## src/rtl/cycpuf_crp_collector.sv

```systemverilog
// rtl/cycpuf_crp_collector.sv - LFSR challenge driver and majority-vote CRP collector
// Drives a cyclic arbiter PUF and streams {challenge, voted response} records.
module cycpuf_crp_collector #(
   parameter int          SETTLE_CYC = 4,
   parameter int          VOTES      = 5,
   parameter logic [36:0] SEED       = 37'h15A5A5A5A5,
   localparam int         VW         = $clog2(VOTES + 1)
) (
   input  logic          clk,
   input  logic          rst,
   input  logic          start,
   input  logic [15:0]   num_crp,
   output logic [36:0]   chal_o,
   input  logic          resp_i,
   output logic          crp_valid,
   input  logic          crp_ready,
   output logic [36:0]   crp_chal,
   output logic          crp_resp,
   output logic [VW-1:0] crp_ones,
   output logic          busy,
   output logic          done
);

   localparam int CMAX = (SETTLE_CYC > VOTES) ? SETTLE_CYC : VOTES;
   localparam int CW   = ($clog2(CMAX) < 1) ? 1 : $clog2(CMAX);

   typedef enum logic [1:0] {IDLE, SETTLE, SAMPLE, OUTPUT} state_t;

   state_t        state_q, state_d;
   logic [CW-1:0] cnt_q, cnt_d;
   logic [VW-1:0] ones_q, ones_d;
   logic [36:0]   lfsr_q, lfsr_d;
   logic [36:0]   chal_q, chal_d;
   logic [15:0]   rem_q, rem_d;
   logic          done_q, done_d;
   logic [36:0]   lfsr_next;

   // Fibonacci LFSR, x^37+x^5+x^4+x^3+x^2+x+1
   assign lfsr_next = {lfsr_q[35:0],
                       lfsr_q[36] ^ lfsr_q[4] ^ lfsr_q[3] ^ lfsr_q[2] ^ lfsr_q[1] ^ lfsr_q[0]};

   always_ff @(posedge clk or posedge rst) begin
      if (rst) begin
         state_q <= IDLE;
         cnt_q   <= '0;
         ones_q  <= '0;
         lfsr_q  <= SEED;
         chal_q  <= '0;
         rem_q   <= '0;
         done_q  <= 1'b0;
      end else begin
         state_q <= state_d;
         cnt_q   <= cnt_d;
         ones_q  <= ones_d;
         lfsr_q  <= lfsr_d;
         chal_q  <= chal_d;
         rem_q   <= rem_d;
         done_q  <= done_d;
      end
   end

   always_comb begin
      state_d = state_q;
      cnt_d   = cnt_q;
      ones_d  = ones_q;
      lfsr_d  = lfsr_q;
      chal_d  = chal_q;
      rem_d   = rem_q;
      done_d  = 1'b0;
      case (state_q)
         IDLE: begin
            if (start) begin
               if (num_crp != 16'd0) begin
                  lfsr_d  = SEED;
                  chal_d  = SEED;
                  rem_d   = num_crp;
                  cnt_d   = '0;
                  state_d = SETTLE;
               end else begin
                  done_d = 1'b1;
               end
            end
         end
         SETTLE: begin
            if (cnt_q == CW'(SETTLE_CYC - 1)) begin
               cnt_d   = '0;
               ones_d  = '0;
               state_d = SAMPLE;
            end else begin
               cnt_d = cnt_q + 1'b1;
            end
         end
         SAMPLE: begin
            ones_d = ones_q + VW'(resp_i);
            if (cnt_q == CW'(VOTES - 1)) begin
               cnt_d   = '0;
               state_d = OUTPUT;
            end else begin
               cnt_d = cnt_q + 1'b1;
            end
         end
         OUTPUT: begin
            if (crp_ready) begin
               rem_d = rem_q - 16'd1;
               if (rem_q == 16'd1) begin
                  done_d  = 1'b1;
                  state_d = IDLE;
               end else begin
                  lfsr_d  = lfsr_next;
                  chal_d  = lfsr_next;
                  state_d = SETTLE;
               end
            end
         end
         default: state_d = IDLE;
      endcase
   end

   // Record fields are forced to zero outside OUTPUT so reset clears them at once
   assign crp_valid = (state_q == OUTPUT);
   assign crp_chal  = crp_valid ? chal_q : '0;
   assign crp_ones  = crp_valid ? ones_q : '0;
   assign crp_resp  = crp_valid && (ones_q > VW'(VOTES / 2));
   assign chal_o    = chal_q;
   assign busy      = (state_q != IDLE);
   assign done      = done_q;

endmodule

```

## config.mk

```make
export PLATFORM = sky130hd
export DESIGN_NAME = cycpuf_crp_collector
export DESIGN_NICKNAME = d
export VERILOG_FILES = /design/src/rtl/cycpuf_crp_collector.sv
export SDC_FILE = /design/constraint.sdc
export NUM_CORES = 1
export LEC_CHECK = 0
export ABC_AREA = 1
export ABC_CLOCK_PERIOD_IN_PS = 2600
export CAP_MARGIN = 30
export CORE_ASPECT_RATIO = 0.75
export CORE_UTILIZATION = 47
export CTS_CLUSTER_SIZE = 25
export DETAILED_ROUTE_END_ITERATION = 10
export GPL_TIMING_DRIVEN = 0
export PLACE_DENSITY = 0.77
export SKIP_LAST_GASP = 1
export SLEW_MARGIN = 20
export SYNTH_ARGS = -nofsm -noshare
export SYNTH_HDL_FRONTEND = slang
export SYNTH_SLANG_ARGS = --single-unit
```

## constraint.sdc

```tcl
create_clock -name clk -period 2.6 [get_ports clk]
set_input_delay 0.52 -clock clk [delete_from_list [all_inputs] [get_ports clk]]
set_output_delay 0.52 -clock clk [all_outputs]
set_load 0.02 [all_outputs]
```

==> results of run 1 <==
## worst register-to-register path: cells and delay by family, from the launching register on
kind,cells,cell delay (ns)
buffers and inverters,4,0.82
adders and majority gates,1,0.25
and+or+nand+nor,4,0.71
DFF,1,0.34
## cells by family (layout without fill, tap and decap cells)
kind of cell	after synthesis	after routing
DFF	81	81
AOI/OAI and AO/OA	27	27
and+or+nand+nor	434	434
buffers and inverters	140	260
xor gates and xnor gates	5	5
adders and majority gates	14	14
## sequential cells by signal (all words and copies together), names as in the netlist
name     cells
rem_q       16
cnt_q        3
chal_o      19
state_q      2
lfsr_q      37
ones_q       3
done         1
## stage by stage
stage | cell area (sq um) | utilization [%] | hold slack, ns | TNS, ns | cells
2_1_floorplan | 5000 | - | 0.439 | 0 | 701
3_3_place_gp | 6180 | 59.8 | 0.448 | -104.86 | 938
3_5_place_dp | 6210 | 60.1 | 0.453 | -14.84 | 939
4_1_cts | 6540 | 63.3 | 0.462 | 0 | 957
5_1_grt | 6560 | 63.5 | 0.476 | 0 | 957
6_report | 6560 | 63.5 | 0.463 | 0 | 957
## how the worst max path moves through the flow
stage	endpoint	slack [ns]	cells after the start
2_1_floorplan	chal_o[0]	0.03	1
4_1_cts	crp_ones[2]	0.04	6
3_3_place_gp	rem_q[5]	-1.33	2
6_report	crp_chal[19]	0.1	8
3_5_place_dp	crp_chal[3]	-0.68	8
5_1_grt	crp_chal[19]	0.001	8
## synth_stat cells, drive strengths merged
library cell / n / share of area [%]
nand2: 292 / 22
inv: 87 / 6.6
dfrtp: 62 / 31
nor2: 49 / 3.7
buf: 40 / 6.7
nand4: 39 / 5.0
nand3: 31 / 3.5
o21ai: 21 / 2.5
or2: 20 / 2.5
dfstp: 19 / 10
ha: 14 / 3.5
clkbuf: 13 / 0.98
a21oi: 5 / 0.80
xor2: 3 / 0.53
nor3: 2 / 0.20
xnor2: 2 / 0.35
a31oi: 1 / 0.13
nand3b: 1 / 0.15
## power by group through the flow
stage	clock network, uW	registers [uW]	logic (uW)
finish	1380	2410	4860
global route	1450	2490	5380
CTS	1400	2400	4850
detailed placement	0	2430	4790
global placement	0	2410	4630
floorplan	0	2500	3080
## area by class of cell
class / count / area [sq um] / share of cell area (%)
Buffer: 53 / 414 / 6.31
Clock buffer: 12 / 246 / 3.76
Clock inverter: 4 / 76.3 / 1.16
Inverter: 87 / 332 / 5.06
Multi-Input combinational cell: 480 / 2240 / 34.1
Sequential cell: 81 / 2050 / 31.3
Tap cell: 136 / 170 / 2.59
Timing Repair Buffer: 104 / 1030 / 15.7
## layer usage
metal | up-vias | share of wire [%] | GRT usage, % | routed length [um]
met2 | 164 | 48 | 43.1 | 6420
met4 | 0 | 1.4 | 6.89 | 189
met5 | - | 0 | 0 | 0
met3 | 18 | 6.2 | 4.96 | 840
met1 | 2350 | 45 | 34.9 | 6050
li1 | 2370 | - | - | -
## what timing repair did
item                       4_1_cts  5_1_grt
setup buffers                    2        0
resized for setup               43       16
setup endpoints to repair       41       14
==> metrics.csv, run 1 <==
metric,value,unit
grtUsageTotal,26.1,%
p_int,4710,uW
vias,4902,
clock-root-buffer,clkbuf_16,
clk_pin_slew,0.06,ns
crit_path_max_fanout,10,
slew_headroom,63.2,%
synthAdderAreaFrac,3.50,%
boundaryPins,102,
skew,0.00764,ns
maxCapViolations,0,
criticalPathCategory,reg2out,
hold_buffers,0,
p_leak,0.00379,uW
yosys.area_share.simple,37.0,%
min_path_cells,2,
grt_pass1_wl,22700,um
drc,0,
layout_common_cells,"nand2_1 (292), inv_1 (83), dfrtp_1 (62), clkdlybuf4s50_1 (61), nor2_1 (48)",
drtIter0Drc,384,
gp_congestion,0.903,
fmax,0.399,GHz
min-delay-start,lfsr_q[29],
power,8640,uW
r2r-end,chal_o[2],
clkPwrFrac,15.9,%
grt_pass1_vias,4671,
coreArea,10300,sq um
tightest_slew,0.553,ns
p_per_area,1320,nW/um^2
synth_top_family_by_area,simple AND/OR/NAND/NOR gates,
drt-total-wl,13500,um
postSynthAreaPerCell,7.13,sq um
synthCells,701,
area_delta_synth_final,31.2,%
synthesis.area,5000,sq um
synthMuxAreaShare,0,%
grt_max_degree,53,
fin_crit_sh,96.3,%
seq_area_frac_synth,41.0,%
place_ws,-0.683,ns
rsz0062_at_grt,false,
synth_compound_area_share,3.40,%
wire_per_inst,14.1,um
clk_path_buf_depth,2,
fp.dieArea,11100,sq um
syn_nets,736,
yosys.area_share.xor_xnor,0.876,%
nNetsFinal,851,
drive_above_1_share,14.1,%
drv_slew,0,
fillCellCount,903,
rrSetupSlack,0.41,ns
p_sw_share,45.5,%
synth_warnings,0,
comb_power_share,56.2,%
reg2regPathDepth,9,
setup_slack,0.0959,ns
period_needed,2.50,ns
routed_via_density,5.12,
postRouteAntennaNets,0,
cts_tree,yes,
initial_core_util,48.4,%
startpoint_type,flip-flop,
diodes,0,
synth-seq-cells,81,
synth.distinct_cells,33,
die_x,121,um
cpMaxStageDelayCell,dfrtp_1,
grt_overflow,0,
status,"finished, final reports clean",
cp-end-kind,primary output,
seqPwrFrac,27.9,%
min_to,lfsr_q[29],
crit_arrival,1.98,ns
clock_sinks,81,
numCtsBuffers,9,
setup_violations,0,
crit_buf_inv,6,
hold_violations,0,
clock_latency,0.34,ns
min_path_type,reg2reg,
p_switching,3940,uW
grt_antenna_before_repair,0,
ir_drop,0.683,mV
crit_start,state_q[0],
port_buffers,101,
drtPass1Iterations,5,
worst-endpoint-required,2.08,ns
layout_commonest_cell,nand2_1,
h-tree-depth,3,
critPathTopFamily,buffers and inverters,
worstReg2RegStart,state_q[0],
path_cells,ha_1 > buf_4 > clkbuf_8 > clkbuf_8 > nand2_1 > inv_1 > buf_4 > clkdlybuf4s15_1,
max_stage_delay,0.38,ns
hpwl,10000,um
die_y,91.3,um
row_count,32,
(Power assumes the default switching activity.)
==> run 2: changes to the inputs <==
--- a/config.mk
+++ b/config.mk
@@ -12,10 +12,8 @@
 export CORE_UTILIZATION = 47
 export CTS_CLUSTER_SIZE = 25
 export DETAILED_ROUTE_END_ITERATION = 10
-export GPL_TIMING_DRIVEN = 0
 export PLACE_DENSITY = 0.77
 export SKIP_LAST_GASP = 1
-export SLEW_MARGIN = 20
 export SYNTH_ARGS = -nofsm -noshare
 export SYNTH_HDL_FRONTEND = slang
 export SYNTH_SLANG_ARGS = --single-unit
==> metrics.csv, run 2 (same netlist as run 1, synthesis figures left out) <==
metric,value,unit,change
gp_congestion,0.838,,was 0.903
cts_setup_buffers,0,,was 2
skew,0.00475,ns,was 0.00764 ns
startpoint_type,flip-flop,,unchanged
comb_power_share,54.3,%,was 56.2%
row_count,32,,unchanged
clock_sinks,81,,unchanged
boundaryPins,102,,unchanged
drt-total-wl,12100,um,was 13500 um
grt_pass1_wl,20500,um,was 22700 um
drtPass1Iterations,5,,unchanged
crit_start,state_q[0],,unchanged
coreArea,10300,sq um,unchanged
dp_cells,895,,was 939
crit_path_max_fanout,18,,was 10
numCtsBuffers,9,,unchanged
grtUsageTotal,23.3,%,was 26.1%
power,8090,uW,was 8640 uW
place_ws,0.289,ns,was -0.683 ns
nNetsFinal,806,,was 851
clock-root-buffer,clkbuf_16,,unchanged
p_sw_share,45.9,%,was 45.5%
reg2regPathDepth,8,,was 9
postRouteAntennaNets,0,,unchanged
grt_overflow,0,,unchanged
grt_max_degree,38,,was 53
crit_arrival,2.00,ns,was 1.98 ns
initial_core_util,48.4,%,unchanged
setup_slack,0.0794,ns,was 0.0959 ns
status,"finished, final reports clean",,unchanged
p_per_area,1300,nW/um^2,was 1320 nW/um^2
setup_violations,0,,unchanged
area_delta_synth_final,24.7,%,was 31.2%
tightest_slew,0.616,ns,was 0.553 ns
p_switching,3710,uW,was 3940 uW
rsz0062_at_grt,false,,unchanged
fin_crit_sh,96.9,%,was 96.3%
drive_above_1_share,10.2,%,was 14.1%
die_x,121,um,unchanged
hold_violations,0,,unchanged
fp.dieArea,11100,sq um,unchanged
slew_headroom,58.9,%,was 63.2%
period_needed,2.52,ns,was 2.50 ns
fin_util,60.3,%,was 63.5%
min_path_cells,2,,unchanged
cpMaxStageDelayCell,clkdlybuf4s50_1,,was dfrtp_1
h-tree-depth,3,,unchanged
port_buffers,101,,unchanged
drtIter0Drc,367,,was 384
layout_commonest_cell,nand2_1,,unchanged
cp-end-kind,primary output,,unchanged
setup_tns,0,ns,unchanged
path_cells,ha_4 > clkbuf_16 > nand2_1 > inv_1 > clkdlybuf4s50_1,,was ha_1 > buf_4 > clkbuf_8 > clkbuf_8 > nand2_1 > inv_1 > buf_4 > clkdlybuf4s15_1
largest_register_ffs,37,,unchanged
cts_tree,yes,,unchanged
p_leak,0.00330,uW,was 0.00379 uW
worstReg2RegStart,state_q[1],,was state_q[0]
min-delay-start,lfsr_q[15],,was lfsr_q[29]
p_int,4380,uW,was 4710 uW
fmax,0.397,GHz,was 0.399 GHz
top_register,lfsr_q,,unchanged
grt_antenna_before_repair,0,,unchanged
worst-endpoint-required,2.08,ns,about the same
max_stage_delay,0.61,ns,was 0.38 ns
drc,0,,unchanged
criticalPathCategory,reg2out,,unchanged
routed_via_density,5.07,,was 5.12
min_path_type,reg2reg,,unchanged
clk_pin_slew,0.06,ns,about the same
clock_latency,0.34,ns,about the same
maxCapViolations,0,,unchanged
drv_slew,0,,unchanged
seqPwrFrac,30.7,%,was 27.9%
ir_drop,0.763,mV,was 0.683 mV
die_y,91.3,um,unchanged
wire_per_inst,13.3,um,was 14.1 um
clk_path_buf_depth,2,,unchanged
hpwl,8480,um,was 10000 um
final_cells,911,,was 957
diodes,0,,unchanged
clkPwrFrac,15.0,%,was 15.9%
grt_pass1_vias,4409,,was 4671
vias,4622,,was 4902
layout_common_cells,"nand2_1 (292), clkdlybuf4s50_1 (100), inv_1 (83), dfrtp_1 (60), nor2_1 (48)",,"was nand2_1 (292), inv_1 (83), dfrtp_1 (62), clkdlybuf4s50_1 (61), nor2_1 (48)"
-- run 2: layer usage --
layer | global-route usage [%] | share of wire, % | wire length [um]
met5 | 0 | 0 | 0
met4 | 8.02 | 1.5 | 180
met3 | 4.46 | 4.9 | 590
met2 | 38.7 | 49 | 5890
met1 | 30.2 | 45 | 5430
-- run 2: final cells by class --
| class | count | area [sq um] |
|---|---|---|
| clock buffer | 12 | 236 |
| clock inverter | 3 | 42.5 |
| fill | 910 | 4100 |
| inverter | 87 | 330 |
| multi-input combinational | 480 | 2250 |
| sequential | 81 | 2050 |
| tap | 136 | 170 |
| timing repair buffer | 112 | 1150 |
-- run 2: final timing paths --
| kind | endpoint | slack (ns) |
|---|---|---|
| max | crp_chal[0] | 0.08 |
| min | lfsr_q[15] | 0.46 |
| max reg2reg | lfsr_q[5] | 0.37 |
| min reg2reg | lfsr_q[15] | 0.46 |
| max in group asynchronous | lfsr_q[24] | 1.35 |
| min in group asynchronous | cnt_q[0] | 0.56 |
-- run 2: per-stage QoR --
step	hold WS, ns	area (sq um)
2_1_floorplan	0.439	5000
3_3_place_gp	0.448	5910
3_5_place_dp	0.453	5910
4_1_cts	0.462	6200
5_1_grt	0.474	6230
6_report	0.461	6230
-- run 2: worst max-delay path: cells and delay by family (launching register included) --
kind,cells,cell delay (ns)
and+or+nand+nor,1,0.06
DFF,1,0.43
buffers and inverters,3,0.90
adders and majority gates,1,0.27
-- run 2: power by group through the flow --
| stage | sequential (uW) | combinational (uW) | clock (uW) |
|---|---|---|---|
| 2_1_floorplan | 2500 | 3080 | 0 |
| 3_3_place_gp | 2450 | 4160 | 0 |
| 3_5_place_dp | 2480 | 4300 | 0 |
| 4_1_cts | 2470 | 4350 | 1240 |
| 5_1_grt | 2570 | 4910 | 1290 |
| 6_report | 2480 | 4390 | 1210 |
-- run 2: timing repair --
item                                   in CTS  in global routing
endpoints found under the hold margin       0                  0
resized for setup                           1                  3
gates cloned                                0                  1
hold buffers                                0                  0
setup endpoints to repair                  31                 32
